`src/rtl/card_pkg.sv`:
```
// Shared card-grid constants for the selection controller and the display.
// The display's card_valid logic must use these same constants so that the
// highlighted cards and the hit-test always agree.
package card_pkg;

  localparam logic [5:0] NO_CARD = 6'd63;
  localparam int         ROWS    = 8;
  localparam int         COLS    = 18;
  localparam int         SLOTS   = 144;

  localparam logic [9:0] GRID_X0 = 10'd32;
  localparam logic [9:0] GRID_X1 = 10'd607;
  localparam logic [9:0] COL_W   = 10'd32;

  // Row spans are inclusive start, exclusive end; index 0 is the top row.
  localparam logic [ROWS-1:0][9:0] ROW_Y0 = {
    10'd415, 10'd360, 10'd294, 10'd239, 10'd184, 10'd129, 10'd74, 10'd19
  };
  localparam logic [ROWS-1:0][9:0] ROW_Y1 = {
    10'd461, 10'd406, 10'd340, 10'd285, 10'd230, 10'd175, 10'd120, 10'd65
  };

  typedef enum logic [2:0] {
    ST_IDLE    = 3'd0,
    ST_HIT     = 3'd1,
    ST_CHECK   = 3'd2,
    ST_UPDATE  = 3'd3,
    ST_RELEASE = 3'd4
  } sel_state_e;

  // Flat slot index of a grid cell: row-major, 18 slots per row.
  function automatic logic [7:0] slot_idx(input logic [2:0] row, input logic [4:0] col);
    return 8'(row) * 8'd18 + 8'(col);
  endfunction

endpackage

```
`src/rtl/card_hit_decode.sv`:
```
// Combinational pointer-to-slot decoder for the fixed 8x18 card grid.
// A position outside every column or row span reports hit = 0.
module card_hit_decode
  import card_pkg::*;
(
  input  logic [9:0] x,
  input  logic [9:0] y,
  output logic       hit,
  output logic [2:0] row,
  output logic [4:0] col,
  output logic [7:0] idx
);

  logic            col_hit_s;
  logic [ROWS-1:0] row_match_s;

  // Column/row span tests; columns are 32 pixels wide, so col is a shift.
  always_comb begin
    row_match_s = '0;
    row         = 3'd0;
    col_hit_s   = (x >= GRID_X0) && (x < GRID_X1);
    for (int r = 0; r < ROWS; r++) begin
      row_match_s[r] = (y >= ROW_Y0[r]) && (y < ROW_Y1[r]);
      row            = row_match_s[r] ? 3'(r) : row;
    end
    col = col_hit_s ? 5'((x - GRID_X0) >> 3'd5) : 5'd0;
    hit = col_hit_s && (|row_match_s);
    idx = slot_idx(row, col);
  end

endmodule

```
`src/rtl/card_select_ctrl.sv`:
```
// Mouse-click to card-selection-mask controller.
// IDLE -> HIT -> CHECK -> UPDATE -> RELEASE; the toggle is committed on the
// edge that leaves UPDATE, three cycles after the sampled button rise.
// Build option: define CARD_SEL_HAND_ONLY_EN to restrict selection to rows 6-7.
module card_select_ctrl
  import card_pkg::*;
#(
  parameter int unsigned DEBOUNCE_CYCLES = 1_000_000,
  parameter logic [7:0]  MAX_SEL         = 8'd144
) (
  input  logic         clk,
  input  logic         rst,
  input  logic         interboard_rst,
  input  logic         en,
  input  logic         clear_sel,
  input  logic [9:0]   mouse_x,
  input  logic [9:0]   mouse_y,
  input  logic         mouse_left,
  input  logic [863:0] map,
  output logic [143:0] sel_card,
  output logic [7:0]   sel_cnt,
  output logic         click_pulse,
  output logic [7:0]   click_idx,
  output logic         busy
);

  localparam int unsigned     DB_W   = (DEBOUNCE_CYCLES > 2) ? $clog2(DEBOUNCE_CYCLES) : 1;
  localparam logic [DB_W-1:0] DB_END = DB_W'(DEBOUNCE_CYCLES - 1);

  sel_state_e     state_r, state_nx_s;
  logic           left_d_r;
  logic [9:0]     x_r, y_r;
  logic [7:0]     idx_r;
  logic           dec_hit_s;
  logic [2:0]     dec_row_s;
  logic [4:0]     dec_col_s;
  logic [7:0]     dec_idx_s;
  logic           hit_ok_s;
  logic [5:0]     code_s;
  logic [DB_W-1:0] db_cnt_r;
  logic [143:0]   sel_card_r;
  logic [7:0]     sel_cnt_r;
  logic [7:0]     click_idx_r;
  logic           click_pulse_r;
  logic           busy_r;

  card_hit_decode u_hit_decode (
    .x   (x_r),
    .y   (y_r),
    .hit (dec_hit_s),
    .row (dec_row_s),
    .col (dec_col_s),
    .idx (dec_idx_s)
  );

  assign code_s = map[10'(idx_r) * 10'd6 +: 6];

  // Qualify the decoded hit: cross-check index against row/col, optional row filter.
  always_comb begin
    hit_ok_s = 1'b0;
    if (dec_hit_s && (dec_idx_s == slot_idx(dec_row_s, dec_col_s))) begin
`ifdef CARD_SEL_HAND_ONLY_EN
      hit_ok_s = (dec_row_s >= 3'd6);
`else
      hit_ok_s = 1'b1;
`endif
    end else begin
      hit_ok_s = 1'b0;
    end
  end

  // Next-state decision for the click transaction.
  always_comb begin
    state_nx_s = state_r;
    case (state_r)
      ST_IDLE: begin
        if (en && mouse_left && !left_d_r) state_nx_s = ST_HIT;
        else                               state_nx_s = ST_IDLE;
      end
      ST_HIT: begin
        if (hit_ok_s) state_nx_s = ST_CHECK;
        else          state_nx_s = ST_RELEASE;
      end
      ST_CHECK: begin
        if (code_s == NO_CARD)          state_nx_s = ST_RELEASE;
        else if (sel_card_r[idx_r])     state_nx_s = ST_UPDATE;
        else if (sel_cnt_r < MAX_SEL)   state_nx_s = ST_UPDATE;
        else                            state_nx_s = ST_RELEASE;
      end
      ST_UPDATE: state_nx_s = ST_RELEASE;
      ST_RELEASE: begin
        if (!mouse_left && (db_cnt_r == DB_END)) state_nx_s = ST_IDLE;
        else                                     state_nx_s = ST_RELEASE;
      end
      default: state_nx_s = ST_IDLE;
    endcase
  end

  // State register, button history and busy flag.
  always_ff @(posedge clk or negedge rst) begin
    if (!rst) begin
      state_r  <= ST_IDLE;
      left_d_r <= 1'b0;
      busy_r   <= 1'b0;
    end else if (interboard_rst) begin
      state_r  <= ST_IDLE;
      left_d_r <= 1'b0;
      busy_r   <= 1'b0;
    end else begin
      state_r  <= state_nx_s;
      left_d_r <= mouse_left;
      busy_r   <= (state_nx_s != ST_IDLE);
    end
  end

  // Latch the pointer on the accepted press and the decoded slot in HIT.
  always_ff @(posedge clk or negedge rst) begin
    if (!rst) begin
      x_r   <= 10'd0;
      y_r   <= 10'd0;
      idx_r <= 8'd0;
    end else if (interboard_rst) begin
      x_r   <= 10'd0;
      y_r   <= 10'd0;
      idx_r <= 8'd0;
    end else begin
      if ((state_r == ST_IDLE) && (state_nx_s == ST_HIT)) begin
        x_r <= mouse_x;
        y_r <= mouse_y;
      end
      if (state_r == ST_HIT) begin
        idx_r <= dec_idx_s;
      end
    end
  end

  // Selection mask and count; clear_sel overrides a same-cycle toggle.
  always_ff @(posedge clk or negedge rst) begin
    if (!rst) begin
      sel_card_r    <= 144'd0;
      sel_cnt_r     <= 8'd0;
      click_pulse_r <= 1'b0;
      click_idx_r   <= 8'd0;
    end else if (interboard_rst) begin
      sel_card_r    <= 144'd0;
      sel_cnt_r     <= 8'd0;
      click_pulse_r <= 1'b0;
      click_idx_r   <= 8'd0;
    end else begin
      click_pulse_r <= 1'b0;
      if (clear_sel) begin
        sel_card_r <= 144'd0;
        sel_cnt_r  <= 8'd0;
      end else if (state_r == ST_UPDATE) begin
        if (sel_card_r[idx_r]) begin
          sel_card_r[idx_r] <= 1'b0;
          click_pulse_r     <= 1'b1;
          click_idx_r       <= idx_r;
          if (sel_cnt_r != 8'd0) sel_cnt_r <= sel_cnt_r - 8'd1;
        end else if (sel_cnt_r < MAX_SEL) begin
          sel_card_r[idx_r] <= 1'b1;
          click_pulse_r     <= 1'b1;
          click_idx_r       <= idx_r;
          sel_cnt_r         <= sel_cnt_r + 8'd1;
        end
      end
    end
  end

  // Release debounce: count consecutive low cycles, restart on any high.
  always_ff @(posedge clk or negedge rst) begin
    if (!rst) begin
      db_cnt_r <= '0;
    end else if (interboard_rst) begin
      db_cnt_r <= '0;
    end else if ((state_r != ST_RELEASE) || mouse_left) begin
      db_cnt_r <= '0;
    end else if (db_cnt_r == DB_END) begin
      db_cnt_r <= '0;
    end else begin
      db_cnt_r <= db_cnt_r + DB_W'(1);
    end
  end

  assign sel_card    = sel_card_r;
  assign sel_cnt     = sel_cnt_r;
  assign click_pulse = click_pulse_r;
  assign click_idx   = click_idx_r;
  assign busy        = busy_r;

endmodule

```
`config.mk`:
```
export PLATFORM = sky130hd
export DESIGN_NAME = card_select_ctrl
export DESIGN_NICKNAME = d
export VERILOG_FILES = /design/src/rtl/card_pkg.sv /design/src/rtl/card_hit_decode.sv /design/src/rtl/card_select_ctrl.sv
export SDC_FILE = /design/constraint.sdc
export NUM_CORES = 1
export LEC_CHECK = 0
export BUFFER_PORTS_ARGS = -buffer_cell sky130_fd_sc_hd__buf_2
export CAP_MARGIN = 0
export CORE_AREA = 4 4 404 406
export DETAILED_ROUTE_END_ITERATION = 8
export DIE_AREA = 0 0 408 410
export SYNTH_ARGS = -nofsm -noshare
export SYNTH_HDL_FRONTEND = slang
export SYNTH_SLANG_ARGS = --single-unit
```
`constraint.sdc`:
```
create_clock -name clk -period 4.8 [get_ports clk]
set_input_delay 0.24 -clock clk [delete_from_list [all_inputs] [get_ports clk]]
set_output_delay 0.24 -clock clk [all_outputs]
set_load 0.03 [all_outputs]
```
# Word level (Yosys, flattened, before mapping)

Cells that the tools add are included.
W data, S select, Z words.

Register bits after elaboration: 214
Bits of input ports: 890
Output and inout bits: 162
Word-level logic and storage cells: 137

Add/sub/neg operators: 5
Multipliers: 2
Order comparisons: 21
Equal/unequal tests: 10
Shift-type cells: 1
Mux-type cells: 53
Bitwise operators: 3
Reduce and logical (&&, ||, !) cells: 31

Operator list:

| kind                    | number |
|---|---|
| $shiftx A864 B11 Y6     | 1 |
| $mux W144               | 5 |
| $and A144 B144 Y144     | 1 |
| $not A144 Y144          | 1 |
| $or A144 B144 Y144      | 1 |
| $mux W8                 | 13 |
| $mux W20                | 3 |
| $lt A10 B9 Y1 const B   | 4 |
| $mux W10                | 4 |
| $mux W3                 | 12 |
| $ge A10 B8 Y1 const B   | 3 |
| $ge A10 B9 Y1 const B   | 3 |
| $add A20 B1 Y20 const B | 1 |
| $eq A20 B20 Y1 const B  | 1 |
| $lt A10 B7 Y1 const B   | 2 |
| $lt A10 B8 Y1 const B   | 2 |
| $logic_and A1 B1 Y1     | 15 |
| $pmux W3 S5             | 1 |
| $mux W1                 | 12 |
| $ge A10 B5 Y1 const B   | 1 |
| $ge A10 B6 Y1 const B   | 1 |
| $ge A10 B7 Y1 const B   | 1 |
| $lt A10 B10 Y1 const B  | 1 |
| $sub A10 B6 Y10 const B | 1 |
| 28 further kinds        | 36 |

# Depth between registers and ports, before layout

Word-level depth: 13
Mapped depth: 22
Depth with buffers taken out: 18

# Hierarchy

A second synthesis with hierarchy kept.

Cell total of the unflattened synthesis: 3190
Area, all modules: 30940.9 um^2

By module, submodules not included:

| module           | times used | cells an instance | area each (um^2) | sequential area each (um^2) |
|---|---|---|---|---|
| card_select_ctrl | 1          | 3100              | 30275.3          | 5355.1 |
| card_hit_decode  | 1          | 90                | 665.6            | 0.0 |

# Worst setup path before layout

No wires, ideal clock.

Path type: register to register
Start: reg idx_r[0]
End: reg state_r[0]
Setup time: 0.124 ns
Arrival: 4.246 ns
Data required time: 4.676 ns
Slack: 0.430 ns
Cell stages (with the launch flop): 20
Buffers on the path: 7
Clock period less this slack: 4.370 ns
Cells stage by stage: dfrtp_1 > buf_6 > inv_1 > buf_2 > buf_2 > clkbuf_1 > ha_1 > buf_4 > inv_2 > buf_2 > buf_4 > mux4_2 > a211o_1 > nand4_1 > a41oi_1 > a211oi_1 > o31ai_1 > a211oi_2 > nor3_2 > or2_1

Cells in the longest elaborated chain, start to end: 6
Elaborated cells between the ends (all ways): 9
Classes of those cells: mul: 1; eq/ne: 1; shift: 1; mux: 6

Ends and longest elaborated chain:

| item                                           | RTL line                                       | text |
|---|---|---|
| from (decl)                                    | card_select_ctrl.sv:33                         | `logic [7:0] idx_r;` |
| from (signal assigned)                         | card_select_ctrl.sv:132                        | `idx_r <= dec_idx_s;` |
| $mul A8 B2 Y9 or $bmux W1 S8 (tied branches)   | card_select_ctrl.sv:56, card_select_ctrl.sv:86 |  |
| $shiftx A864 B11 Y6 or $mux W1 (tied branches) | card_select_ctrl.sv:56, card_select_ctrl.sv:86 |  |
| $eq A6 B6 Y1 or $mux W3 (tied branches)        | card_select_ctrl.sv:85, card_select_ctrl.sv:86 |  |
| $mux W3 (*)                                    | card_select_ctrl.sv:85                         | `if (code_s == NO_CARD) state_nx_s = ST_RELEASE;` |
| $pmux W3 S5 (*)                                | card_select_ctrl.sv:75                         | `case (state_r)` |
| $mux W3 (*)                                    | card_select_ctrl.sv:105                        | `end else if (interboard_rst) begin` |
| to (signal assigned)                           | card_select_ctrl.sv:110                        | `state_r <= state_nx_s;` |
| to (decl)                                      | card_select_ctrl.sv:30                         | `sel_state_e state_r, state_nx_s;` |

Every way passes the cells marked *; elsewhere a longest branch is shown, timed or not. The select of a mux whose other input is x is not followed.
A chain may end at the register's enable or synchronous reset.

# Worst setup path after layout

Start: reg idx_r[0]
End: reg state_r[2]

The elaborated chain is that of the path after synthesis.

==> out/qor.yml <==
layout_setup_ws_ps: 55.7
drt_iter0_drc: 4286
vias: 36700
yosysUniqueCellTypes: 89
synth_warnings: 0
p_int_w: 0.00426
seq_area_frac_synth_pct: 17.4
fin_crit_sh_pct: 98.8
crit_chain: "ha_4 > inv_2 > fa_4 > buf_12 > buf_16 > a21oi_1 > a21oi_1 > mux4_2 > mux2_2 > o32ai_2 > nor4_4 > buf_4 > a31oi_1 > o31ai_2 > buf_4 > o21ai_1 > a31oi_1"
antenna_found_initial: 105
pwr-share-comb_pct: 45.7
skew_ps: 28.0
rsz0062_at_grt: "yes"
start_kind: "flop"
whs_path_depth: 3
cts_tree: "done"
dr.pass1.iters: 6
worstReg2RegStart: "idx_r[0]"
start_util_pct: 19.3
fill_cells: 17300
final_hold_viol_count: 0
die_area_um2: 167000
endpoint_kind: "flop"
clockBufferDepth: 3
r2r-end: "state_r[2]"
yosysTopAreaCellShare_pct: 28.5
drt_wl_total_um: 228000
grt_overflow: 0
numCtsBuffers: 25
syn_nets: 4121
status: "complete, no violations"
row_count: 147
fmax_ghz: 0.211
synthFlopType: "dfrtp_1"
slowest_delay_ps: 740
post-place-ws_ps: -591
portBuffers: 1051
io_pins: 1052
cts_sinks: 214
total_power_w: 0.00702
ant_nets: 0
synth_edf_count: 0
placedCellCount: 6163
setup_viol: 0
slew_violations: 0
cp_data_arrival_time_ps: 5150
synth_area_um2: 30800
postSynth.asyncResetShare_pct: 100
die_x_um: 408
holdWs_ps: 121
netlist_top_cells_area: "mux4_2 28%, dfrtp_1 17%, mux2i_1 7.5%, nand2_1 5.0%, o211ai_1 4.1%"
path_max_fanout: 45
grt_pass1_vias: 35600
stdcell_count: 6306
seqPwrFrac_pct: 26.1
gp_congestion: 1.00
rrSetupSlack_ps: 60
nets: 5074
remaining_drc_errors: 0
finalCriticalPeriod_ps: 4740
p_switching_w: 0.00275
grt_pass1_wl_um: 305000
yosysTopAreaCell: "mux4_2"
grtUsageTotal_pct: 25.6
place_hpwl_um: 183000
grt_max_degree: 135
synthToLayoutAreaGrowth_pct: 31.2
avgSynthCellArea_um2: 9.65
cts_root_buf: "clkbuf_16"
critPathKind: "flop to flop"
p_clk_share_pct: 28.2
max_cap_viol_count: 0
swShare_pct: 39.2
whs_endpoint: "click_idx[7]"
avgViaCountPerCell: 5.82
tightest_slew_ps: 1290
ir_drop_uv: 230
clk_pin_slew_ps: 70
p_leak_nw: 16.1
power_density_nw_per_um2: 173
syn_inst: 3197
ys_seq_elements: 214
min-delay-start: "clear_sel"
slew-limit-headroom_pct: 13.7
reg2reg_depth: 17
wire_per_inst_um: 36.1
die_h_um: 410
clock_latency_ps: 580
min_path_type: "input port to flop"
cp.required_ps: 5200
slowest_stage: "fa_4"
coreArea_um2: 160000
drive_above_1_share_pct: 43.0
h-tree-depth: 1
cells in the final DEF, fill, tap and decap left out, drive strengths merged, types with 14 or more instances in the layout:
cell,n
a2111oi,14
xor2,18
nand3b,20
mux2i,231
o31ai,134
nor2b,21
dlygate4sd3,22
a31oi,43
nand2,414
nor4,16
buf,1244
diode,54
nand4,20
a211oi,24
xnor2,15
o21ai,183
mux4,409
a22oi,40
nand3,224
ha,31
nor2,103
and3,20
clkbuf,38
o22ai,30
o211ai,169
a221oi,37
a21oi,131
dfrtp,214
nor3,74
mux2,23
inv,26
cell usage after synthesis, types with 26 or more instances:
master,count
o22ai_1,30
a31oi_1,42
clkbuf_1,123
nor3_1,73
nor2_1,103
a21oi_1,131
o211ai_1,169
a221oi_1,32
mux2i_1,231
o31ai_1,133
o21ai_0,178
a22oi_1,40
dfrtp_1,214
mux4_2,390
buf_4,26
ha_1,31
nand3_1,224
buf_2,138
nand2_1,413
kinds of logic (layout without fill, tap and decap cells):
kind of cell,Yosys count,count (layout),share of synthesized area [%]
buffers and inverters,370,1339,6.98
multiplexers,663,663,38.4
other,0,54,0
flip-flops,214,214,17.4
AO/OA/AOI/OAI,924,924,20.6
AND/OR/NAND/NOR,959,959,14.3
XOR/XNOR,33,33,0.937
adder cells (fa/ha/maj),34,34,1.45
power groups by stage:
| stage | logic (W) | clock network, W | registers, W |
|---|---|---|---|
| 3_5_place_dp | 0.00305 | 0 | 0.00186 |
| 3_3_place_gp | 0.00304 | 0 | 0.00186 |
| 4_1_cts | 0.00314 | 0.00203 | 0.00183 |
| 2_1_floorplan | 0.00155 | 0 | 0.00186 |
| 5_1_grt | 0.00336 | 0.00208 | 0.00183 |
| 6_report | 0.00321 | 0.00198 | 0.00183 |
per-stage QoR:
stage	util, %	cell area (µm²)	setup TNS, ps
global route	25.3	40400	-205
detailed placement	24.2	38600	-1660
finish	25.3	40400	0
floorplan	-	30800	0
global placement	24.2	38600	-1530
CTS	25.1	40100	-166
cell type report:
cell class | instances | area (µm²) | area share [%]
timing repair buffer | 1273 | 7670 | 19.0
sequential | 214 | 5360 | 13.3
inverter | 23 | 93.8 | 0.232
multi-input combinational | 2613 | 23800 | 58.8
clock inverter | 9 | 124 | 0.306
clock buffer | 34 | 679 | 1.68
antenna | 54 | 135 | 0.334
tap | 2086 | 2610 | 6.45
state kept, by name, indices dropped and copies added, names as in the netlist:
name         count
y_r             10
x_r             10
idx_r            8
left_d_r         1
sel_cnt          8
click_idx        8
db_cnt_r        20
state_r          3
busy             1
click_pulse      1
sel_card       144
per-layer routing:
layer  global-route usage [%]  share of wire (%)  vias up
met1                     30.5                 37    18600
met4                     12.5                6.2       36
met2                     44.2                 49     2610
met3                     5.00                8.3      555
met5                        0              0.098        -
li1                         -                  -    14900
how the worst max path moves through the flow:
stage	start	end	slack, ps
detailed placement	idx_r[0]	state_r[0]	-590
finish	idx_r[0]	state_r[2]	60
global placement	idx_r[0]	state_r[0]	-560
global route	idx_r[0]	state_r[0]	-80
CTS	idx_r[0]	state_r[0]	-70
floorplan	idx_r[0]	state_r[0]	430
repair_timing:
action                                  CTS  global route
pin swaps                                13            13
endpoints found under the hold margin   102             0
setup buffers                            12             7
endpoints found under the setup margin    4             4
cloned                                    4             3
resized for setup                        42            36
hold buffers                             22             0
worst max-delay path, delay by kind of cell (launching register included):
kind | cells | cell delay (ps)
DFF | 1 | 530
and+or+nand+nor | 1 | 100
adders and majority gates | 2 | 930
buffers and inverters | 5 | 810
muxes | 2 | 780
AOI/OAI and AO/OA | 7 | 1370
(Power assumes the default switching activity.)
